**config.mk**
```make
export PLATFORM = sky130hd
export DESIGN_NAME = shift_counter
export DESIGN_NICKNAME = d
export VERILOG_FILES = /design/src/rtl/shift_counter.sv
export SDC_FILE = /design/constraint.sdc
export NUM_CORES = 1
export LEC_CHECK = 0
export CAP_MARGIN = 5
export CORE_AREA = 2 2 39 41
export CTS_BUF_LIST = sky130_fd_sc_hd__clkbuf_16
export DETAILED_ROUTE_END_ITERATION = 6
export DIE_AREA = 0 0 41 43
export PLACE_DENSITY = 0.47
export SYNTH_ARGS = -nofsm -noshare
export SYNTH_HDL_FRONTEND = slang
export SYNTH_SLANG_ARGS = --single-unit
```
**constraint.sdc**
```tcl
create_clock -name clk -period 1 [get_ports clk]
set_input_delay 0.15 -clock clk [delete_from_list [all_inputs] [get_ports clk]]
set_output_delay 0.15 -clock clk [all_outputs]
set_load 0.03 [all_outputs]
```
**src/rtl/shift_counter.sv**
```systemverilog
// One-hot ping-pong shift counter: a single set bit walks LSB->MSB->LSB forever.
// Optional build macro SHIFT_COUNTER_RECOVER_EN adds one-cycle illegal-state recovery.
module shift_counter #(
   parameter int unsigned WIDTH = 8
) (
   output logic [WIDTH-1:0] count,
   input  logic             clk,
   input  logic             reset
);

   typedef enum logic {
      UP   = 1'b0,
      DOWN = 1'b1
   } dir_t;

   dir_t             dir;
   dir_t             next_dir;
   logic [WIDTH-1:0] next_count;

   always_comb begin
      next_count = count;
      next_dir   = dir;
      if (dir == UP) begin
         next_count = count << 1;
         if (next_count[WIDTH-1]) next_dir = DOWN;
      end else begin
         next_count = count >> 1;
         if (next_count[0]) next_dir = UP;
      end
   end

`ifdef SHIFT_COUNTER_RECOVER_EN
   localparam logic [WIDTH-1:0] LSB_ONE = {{(WIDTH-1){1'b0}}, 1'b1};
   localparam logic [WIDTH-1:0] MSB_ONE = {1'b1, {(WIDTH-1){1'b0}}};

   logic illegal;

   // Not one-hot, or sitting on an end with the direction already pointing off it.
   always_comb begin
      illegal = 1'b0;
      if (count == '0)                              illegal = 1'b1;
      if ((count & (count - LSB_ONE)) != '0)        illegal = 1'b1;
      if ((count == MSB_ONE) && (dir == UP))        illegal = 1'b1;
      if ((count == LSB_ONE) && (dir == DOWN))      illegal = 1'b1;
   end

   always_ff @(posedge clk) begin
      if (reset || illegal) begin
         count <= {{(WIDTH-1){1'b0}}, 1'b1};
         dir   <= UP;
      end else begin
         count <= next_count;
         dir   <= next_dir;
      end
   end
`else
   always_ff @(posedge clk) begin
      if (reset) begin
         count <= {{(WIDTH-1){1'b0}}, 1'b1};
         dir   <= UP;
      end else begin
         count <= next_count;
         dir   <= next_dir;
      end
   end
`endif

endmodule

```
Yosys cells after proc, flatten, opt, wreduce, memory -nomap -nowiden
Index checks and enable logic that the tools add are counted.

storage, ports and cells
  bits in registers = 9
  input bits = 2
  output and inout port bits = 8
  logic and storage cells = 8

cells by class
  multiplexer cells = 4
  reductions and logical operators = 1

operators by type and width
  kind                count
  7-bit two-way mux   1
  1-bit two-way mux   3
  2-bit OR reduction  1

Longest topological paths before layout
Gate-level depths: netlist of the first run.

  depth in word-level cells = 2
  gate-level depth with buffers = 3
  gate-level depth less buffers = 2

Worst setup path after synthesis of the first run
OpenSTA, ideal clock, no wires.

  path type = reg-to-reg
  start point = reg count[1]
  end point = reg dir
  library setup time = 0.112 ns
  data arrival time = 0.704 ns
  data required time = 0.888 ns
  path slack = 0.184 ns
  stages on the path, launching flop included = 3
  path buffers = 0
  period minus slack after synthesis = 0.816 ns
  cell sequence = dfxtp_1 > a21o_1 > nor2_1

between the ends
  word-level cells in the longest chain between the ends = 2

ends and longest elaborated chain
  what                    line  source
  from (decl)             6     output logic [WIDTH-1:0] count,
  from (signal assigned)  59    count <= {{(WIDTH-1){1'b0}}, 1'b1};
  from (signal assigned)  62    count <= next_count;
  1-bit two-way mux       28    if (next_count[0]) next_dir = UP;
  1-bit two-way mux       23    if (dir == UP) begin
  to (signal assigned)    63    dir <= next_dir;
  to (decl)               16    dir_t dir;

No other way between the ends.
A chain may end at the register's enable or synchronous reset.

Worst setup path in the final report of the first run
  start point = reg count[6]
  end point = out count[6]

No word-level cell between the ends.

==> results of run 1 <==
==> flip-flops by register name, summed over array words and instances, names as in the netlist <==
| register | cells |
|---|---|
| count | 8 |
| dir | 1 |
==> metal layers <==
layer  GRT usage  vias up  wire [um]
li1            -      110          -
met1       0.104       96        274
met2       0.100        8        257
met3      0.0314        2         41
met4       0.100        0         16
met5           0        -          0
==> cells by family after synthesis <==
kind of cell	count (synthesis)	synth area share
AO/OA/AOI/OAI	1	0.0249
flip-flops	9	0.598
buffers and inverters	2	0.0539
multiplexers	6	0.199
AND/OR/NAND/NOR	9	0.124
==> area by class of cell <==
cell class                 instances  area, um2
clock inverter                     1       3.75
multi-input combinational         16        105
tap                               16       20.0
timing repair buffer              10       90.1
clock buffer                       3       75.1
sequential                         9        180
fill                             140        910
==> worst paths after layout <==
path | to | slack (ps) | depth (start not counted)
setup / recovery | count[6] | 60 | 1
hold / removal | count[6]$_SDFF_PP0_ | 490 | 2
setup reg to reg | count[1]$_SDFF_PP0_ | 160 | 3
hold reg to reg | count[6]$_SDFF_PP0_ | 490 | 2
==> through the flow <==
stage	total power [W]	cells	utilization	setup slack [ps]	instance area (um2)
3_5_place_dp	0.000436	51	0.286	-72.7	395
2_1_floorplan	0.000415	27	-	184	302
5_1_grt	0.00116	55	0.343	20.6	474
4_1_cts	0.00114	55	0.343	48.2	474
6_report	0.00112	55	0.343	62.8	474
3_3_place_gp	0.000434	51	0.286	-53.8	395
==> where the power goes <==
group | leakage (nW) | total (W) | internal [W] | switching (W)
Combinational | 0.0847 | 0.0000522 | 0.0000214 | 0.0000308
Sequential | 0.0735 | 0.000377 | 0.000370 | 0.00000721
Clock | 0.0423 | 0.000688 | 0.000522 | 0.000166
Total | 0.200 | 0.00112 | 0.000913 | 0.000204
==> layout by cell type, fill, tap and decap left out <==
cell type and count:
dfxtp_1 9, nor2_1 8, buf_4 8, mux2i_1 6, clkbuf_16 3, a21o_1 1, nor3b_1 1, inv_1 1
clkdlybuf4s50_1 1, buf_12 1
==> results_tabular.tex, run 1 <==
\begin{tabular}{lr}
\hline
Metric & Value \\
\hline
\multicolumn{2}{l}{\textbf{Run status}} \\
\quad Outcome & finished, final reports clean \\
\multicolumn{2}{l}{\textbf{Timing}} \\
\quad Fin Clk Skew & 0.186 ps \\
\quad Slew at the pin closest to its max-slew limit & 275 ps \\
\quad Hold Violations, Final & 0 \\
\quad Maximum achievable frequency & 1070 MHz \\
\quad Slew Viols, Final & 0 \\
\quad Final Setup Violations & 0 \\
\quad Part of the cycle the worst path needs & 0.937 \\
\quad Hold slack & 489 ps \\
\quad Final critical path time including I/O delays and setup & 937 ps \\
\quad RSZ-0062 raised after global routing & no \\
\quad Setup TNS & 0 ps \\
\quad Max-slew headroom at the worst pin & 0.816 \\
\multicolumn{2}{l}{\textbf{Yosys}} \\
\quad Count of flip-flops with a built-in enable after synthesis & 0 \\
\quad Proportion of netlist area held by the largest area contributor & 0.598 \\
\quad Average size of a mapped cell & 11.2 um2 \\
\quad Most used standard cells in the synthesized netlist & dfxtp\_1 (9), nor2\_1 (8), mux2i\_1 (6) \\
\quad Post-synthesis instance total & 27 \\
\quad Main synth FF type & dfxtp\_1 \\
\quad Library cell with the highest instance count after synthesis & dfxtp\_1 \\
\quad Yosys warning count & 0 \\
\quad Share of the yosys chip area belonging to registers & 0.598 \\
\quad Post-Synthesis Net Count & 29 \\
\quad Synth async-reset ratio & 0 \\
\quad Number of distinct standard cells referenced by the synthesized netlist & 7 \\
\quad Biggest area consumer among synthesized cells & dfxtp\_1 \\
\quad Yosys reg bits & 9 \\
\quad Top cells by area, synth & dfxtp\_1 (60\%), mux2i\_1 (20\%), nor2\_1 (10\%) \\
\quad Total standard cell area after synthesis & 302 um2 \\
\multicolumn{2}{l}{\textbf{Final layout}} \\
\quad Final nets & 42 \\
\quad Antenna diode instance count & 0 \\
\quad Area added between synthesis and finish & 57.3\% \\
\quad Share of cells above drive strength 1 & 0.308 \\
\multicolumn{2}{l}{\textbf{Clocking}} \\
\quad H-tree depth & 1 \\
\quad CTS tree & built \\
\quad Clock buffer depth & 2 \\
\quad Root cell of the clock tree & clkbuf\_16 \\
\quad Clock transition time at the flip-flop clock pins of the worst setup and hold paths & 40 ps \\
\quad CTS buffer count & 3 \\
\quad Clock latency reported for the late side of the worst-skew pair & 230 ps \\
\quad Hold buffers post-CTS & 0 \\
\quad Clk sinks & 9 \\
\quad Total of cells resized after clock tree synthesis & 0 \\
\quad Setup Buffers After CTS & 0 \\
\multicolumn{2}{l}{\textbf{Hold path}} \\
\quad Worst hold start & count[7]\$\_SDFF\_PP0\_ \\
\quad Hold Crit Class & reg -> reg \\
\multicolumn{2}{l}{\textbf{Floorplan}} \\
\quad Die Ht & 43 um \\
\quad Area of the placeable core & 1380 um2 \\
\quad Number of primary I/O pins & 10 \\
\quad Die Span X & 41 um \\
\quad Effective utilization at floorplan & 0.218 \\
\quad Floorplan die area & 1760 um2 \\
\quad Number of placement rows & 14 \\
\multicolumn{2}{l}{\textbf{Drt}} \\
\quad ANT nets after route & 0 \\
\quad Final routed DRC violation total & 0 \\
\quad Routed vias/inst & 3.93 \\
\quad First-pass iteration count of the detailed router & 2 \\
\quad Overall via count from detail\_route & 216 \\
\quad Detailed Route Iter0 Violations & 3 \\
\quad Total wirelength of the detailed-routed design & 589 um \\
\quad Average detailed-routed wire length per instance & 10.7 um \\
\multicolumn{2}{l}{\textbf{Worst setup path}} \\
\quad Source of the worst register-to-register timing path & dir\$\_SDFF\_PP0\_ \\
\quad Startpoint-to-endpoint class of the critical path & reg -> out \\
\quad Worst setup EP type & output port \\
\quad Required time at the worst-slack endpoint & 850 ps \\
\quad Critical-path maximum fanout & 4 \\
\quad Worst setup startpoint & count[6]\$\_SDFF\_PP0\_ \\
\quad Dominant delay contributor by cell family on the critical path & flip-flops \\
\quad Endpoint arrival time on the critical path & 790 ps \\
\quad Slowest stage delay, CP & 370 ps \\
\quad Critical Path, Cell by Cell & buf\_4 \\
\quad Critical path launch point type & flop \\
\quad Crit path buffers/inverters & 1 \\
\quad Slowest-stage cell, CP & dfxtp\_1 \\
\multicolumn{2}{l}{\textbf{Global routing}} \\
\quad Total congestion overflow & 0 \\
\quad GR Util All Layers & 0.0856 \\
\quad Global-route wire length before repair & 924 um \\
\quad Antenna violations before repair & 0 \\
\quad Number of global-route vias before repair & 228 \\
\quad Maximum number of pins on one net before global-route repair & 10 \\
\multicolumn{2}{l}{\textbf{Placement}} \\
\quad Routability-driven placement congestion ratio & 0.651 \\
\quad Number of buffers added on ports & 9 \\
\multicolumn{2}{l}{\textbf{Run}} \\
\quad Number of max-capacitance violations reported & 0 \\
\multicolumn{2}{l}{\textbf{Power and ir drop}} \\
\quad P per Cell Area & 2360 nW/um2 \\
\quad Static Leakage & 0.200 nW \\
\quad Maximum vdd ir drop & 978 uV \\
\hline
\end{tabular}
Power figures use the tool's default switching activity.
==> inputs of run 2 (changes only) <==
--- a/config.mk
+++ b/config.mk
@@ -14,3 +14,4 @@
 export SYNTH_ARGS = -nofsm -noshare
 export SYNTH_HDL_FRONTEND = slang
 export SYNTH_SLANG_ARGS = --single-unit
+export TNS_END_PERCENT = 10
==> results of run 2 <==
No change in the layout: final DEF, timing and power equal those of run 1.
==> inputs of run 3 (changes only) <==
--- a/config.mk
+++ b/config.mk
@@ -5,12 +5,13 @@
 export SDC_FILE = /design/constraint.sdc
 export NUM_CORES = 1
 export LEC_CHECK = 0
-export CAP_MARGIN = 5
+export CAP_MARGIN = 20
 export CORE_AREA = 2 2 39 41
 export CTS_BUF_LIST = sky130_fd_sc_hd__clkbuf_16
 export DETAILED_ROUTE_END_ITERATION = 6
 export DIE_AREA = 0 0 41 43
 export PLACE_DENSITY = 0.47
+export SLEW_MARGIN = 20
 export SYNTH_ARGS = -nofsm -noshare
 export SYNTH_HDL_FRONTEND = slang
 export SYNTH_SLANG_ARGS = --single-unit
==> constraint.sdc (replaced) <==
create_clock -name clk -period 1.1 [get_ports clk]
set_input_delay 0.165 -clock clk [delete_from_list [all_inputs] [get_ports clk]]
set_output_delay 0.165 -clock clk [all_outputs]
set_load 0.03 [all_outputs]
==> run 3 against run 2 <==
Compared with the run above:
- power is 8.9% lower
- wire length is 2.9% lower
- global-route usage up 0.73 points
- register-to-register slack improved by 110 ps
- via count is 1.9% higher
- critical path type unchanged
- largest power group unchanged
==> results_tabular.tex, run 3 (synthesized netlist as in run 1, its figures left out) <==
\begin{tabular}{lr}
\hline
Metric & Value \\
\hline
\multicolumn{2}{l}{\textbf{Timing}} \\
\quad Final critical path time including I/O delays and setup & 953 ps \\
\quad Slew Viols, Final & 0 \\
\quad Fin Clk Skew & 0.412 ps \\
\quad Setup TNS & 0 ps \\
\quad Slew at the pin closest to its max-slew limit & 275 ps \\
\quad Hold Violations, Final & 0 \\
\quad Part of the cycle the worst path needs & 0.866 \\
\quad RSZ-0062 raised after global routing & no \\
\quad Final Setup Violations & 0 \\
\quad Max-slew headroom at the worst pin & 0.816 \\
\quad Maximum achievable frequency & 1050 MHz \\
\multicolumn{2}{l}{\textbf{Run status}} \\
\quad Outcome & finished, final reports clean \\
\multicolumn{2}{l}{\textbf{Drt}} \\
\quad ANT nets after route & 0 \\
\quad Total wirelength of the detailed-routed design & 572 um \\
\quad First-pass iteration count of the detailed router & 3 \\
\quad Detailed Route Iter0 Violations & 2 \\
\quad Average detailed-routed wire length per instance & 10.4 um \\
\quad Routed vias/inst & 4.00 \\
\quad Final routed DRC violation total & 0 \\
\quad Overall via count from detail\_route & 220 \\
\multicolumn{2}{l}{\textbf{Final layout}} \\
\quad Most common library cell in the layout ignoring fill and taps & dfxtp\_1 \\
\quad Antenna diode instance count & 0 \\
\quad Area added between synthesis and finish & 57.3\% \\
\quad Biggest registers after layout & count x8, dir x1 \\
\quad Fin util & 0.343 \\
\quad Share of cells above drive strength 1 & 0.308 \\
\quad Non-Filler Instances & 55 \\
\quad Multi-input gate area in the final layout & 105 um2 \\
\quad Register cell area after layout & 180 um2 \\
\quad Final nets & 42 \\
\quad Flip-flop count of the largest register after layout & 8 \\
\quad Number of filler cells placed in the layout & 156 \\
\quad Top reg by flops & count \\
\quad Commonest non-fill, non-tap cells in the layout & dfxtp\_1 (9), nor2\_1 (8), buf\_4 (8) \\
\multicolumn{2}{l}{\textbf{Worst setup path}} \\
\quad Slowest-stage cell, CP & dfxtp\_1 \\
\quad Reg2Reg Setup Slack & 270 ps \\
\quad Slowest stage delay, CP & 370 ps \\
\quad Worst setup startpoint & count[6]\$\_SDFF\_PP0\_ \\
\quad Number of cell instances on the worst register-to-register path & 3 \\
\quad Startpoint-to-endpoint class of the critical path & reg -> out \\
\quad Crit path buffers/inverters & 1 \\
\quad Critical path launch point type & flop \\
\quad Endpoint arrival time on the critical path & 790 ps \\
\quad Required time at the worst-slack endpoint & 940 ps \\
\quad RR Endpoint & count[1]\$\_SDFF\_PP0\_ \\
\quad Worst setup EP type & output port \\
\quad Critical-path maximum fanout & 4 \\
\quad Dominant delay contributor by cell family on the critical path & flip-flops \\
\quad Number of cells on the critical path & 1 \\
\quad Critical path capture point & count[6] \\
\quad Critical Path, Cell by Cell & buf\_4 \\
\quad Source of the worst register-to-register timing path & dir\$\_SDFF\_PP0\_ \\
\multicolumn{2}{l}{\textbf{Floorplan}} \\
\quad Die Span X & 41 um \\
\quad Effective utilization at floorplan & 0.218 \\
\quad Area of the placeable core & 1380 um2 \\
\quad Number of placement rows & 14 \\
\quad Floorplan die area & 1760 um2 \\
\quad Die Ht & 43 um \\
\quad Number of primary I/O pins & 10 \\
\multicolumn{2}{l}{\textbf{Placement}} \\
\quad Routability-driven placement congestion ratio & 0.663 \\
\quad DP Wirelength & 404 um \\
\quad Number of buffers added on ports & 9 \\
\quad Placed instance count & 51 \\
\multicolumn{2}{l}{\textbf{Global routing}} \\
\quad Total congestion overflow & 0 \\
\quad GR Util All Layers & 0.0929 \\
\quad Global-route wire length before repair & 1010 um \\
\quad Maximum number of pins on one net before global-route repair & 10 \\
\quad Number of global-route vias before repair & 236 \\
\quad Antenna violations before repair & 0 \\
\multicolumn{2}{l}{\textbf{Clocking}} \\
\quad Clk sinks & 9 \\
\quad Clock buffer depth & 2 \\
\quad CTS tree & built \\
\quad Setup Buffers After CTS & 0 \\
\quad Hold buffers post-CTS & 0 \\
\quad Clock latency reported for the late side of the worst-skew pair & 230 ps \\
\quad Total of cells resized after clock tree synthesis & 0 \\
\quad Root cell of the clock tree & clkbuf\_16 \\
\quad CTS buffer count & 3 \\
\quad Clock transition time at the flip-flop clock pins of the worst setup and hold paths & 40 ps \\
\quad H-tree depth & 1 \\
\multicolumn{2}{l}{\textbf{Power and ir drop}} \\
\quad Clock power frac & 0.617 \\
\quad Cell-internal power & 0.000830 W \\
\quad Sequential share of power & 0.336 \\
\quad P per Cell Area & 2150 nW/um2 \\
\quad Maximum vdd ir drop & 980 uV \\
\quad Proportion of total power due to net switching & 0.184 \\
\quad Static Leakage & 0.200 nW \\
\quad Switching Power & 0.000187 W \\
\quad Proportion of power drawn by combinational gates & 0.047 \\
\multicolumn{2}{l}{\textbf{Hold path}} \\
\quad Hold Crit Class & reg -> reg \\
\quad Worst hold start & count[7]\$\_SDFF\_PP0\_ \\
\multicolumn{2}{l}{\textbf{Run}} \\
\quad Number of max-capacitance violations reported & 0 \\
\hline
\end{tabular}
-- run 3: cell counts in the layout (fill, tap and decap cells not counted) --
Identical to the previous run, type by type.
-- run 3: final cells by class --
| class | instances | area share |
|---|---|---|
| clock buffers | 3 | 0.158 |
| clock inverters | 1 | 0.00792 |
| multi-input cells | 16 | 0.222 |
| flip-flops and latches | 9 | 0.380 |
| well taps | 16 | 0.0422 |
| repair buffers | 10 | 0.190 |
-- run 3: metal layers --
metal,global-route usage,wire [um],part of all wire,vias up
met3,0.0314,43,0.075,2
met5,0,0,0,-
li1,-,-,-,110
met2,0.122,255,0.45,8
met4,0.100,16,0.028,0
met1,0.105,256,0.45,100
-- run 3: power by group through the flow --
stage               sequential, W  combinational [W]  clock, W
finish                   0.000342          0.0000477  0.000628
global route             0.000344          0.0000517  0.000652
CTS                      0.000342          0.0000485  0.000640
detailed placement       0.000348          0.0000480         0
global placement         0.000347          0.0000476         0
floorplan                0.000363          0.0000141         0
-- run 3: per-stage QoR --
stage | cell area [um2] | power [W] | setup slack (ps) | hold WS, ps
final | 474 | 0.00102 | 147 | 501
after global routing | 474 | 0.00105 | 101 | 550
after CTS | 474 | 0.00103 | 135 | 510
after detailed placement | 395 | 0.000396 | 21.9 | 498
after global placement | 395 | 0.000395 | 25.0 | 483
after floorplan | 302 | 0.000377 | 284 | 408
-- run 3: worst min-delay path by stage --
stage	end	slack, ps	cells past startpoint
2_1_floorplan	count[1]$_SDFF_PP0_	410	2
6_report	count[6]$_SDFF_PP0_	500	2
4_1_cts	count[6]$_SDFF_PP0_	510	2
3_5_place_dp	count[0]$_SDFF_PP1_	500	1
3_3_place_gp	count[1]$_SDFF_PP0_	480	2
5_1_grt	count[0]$_SDFF_PP1_	550	1
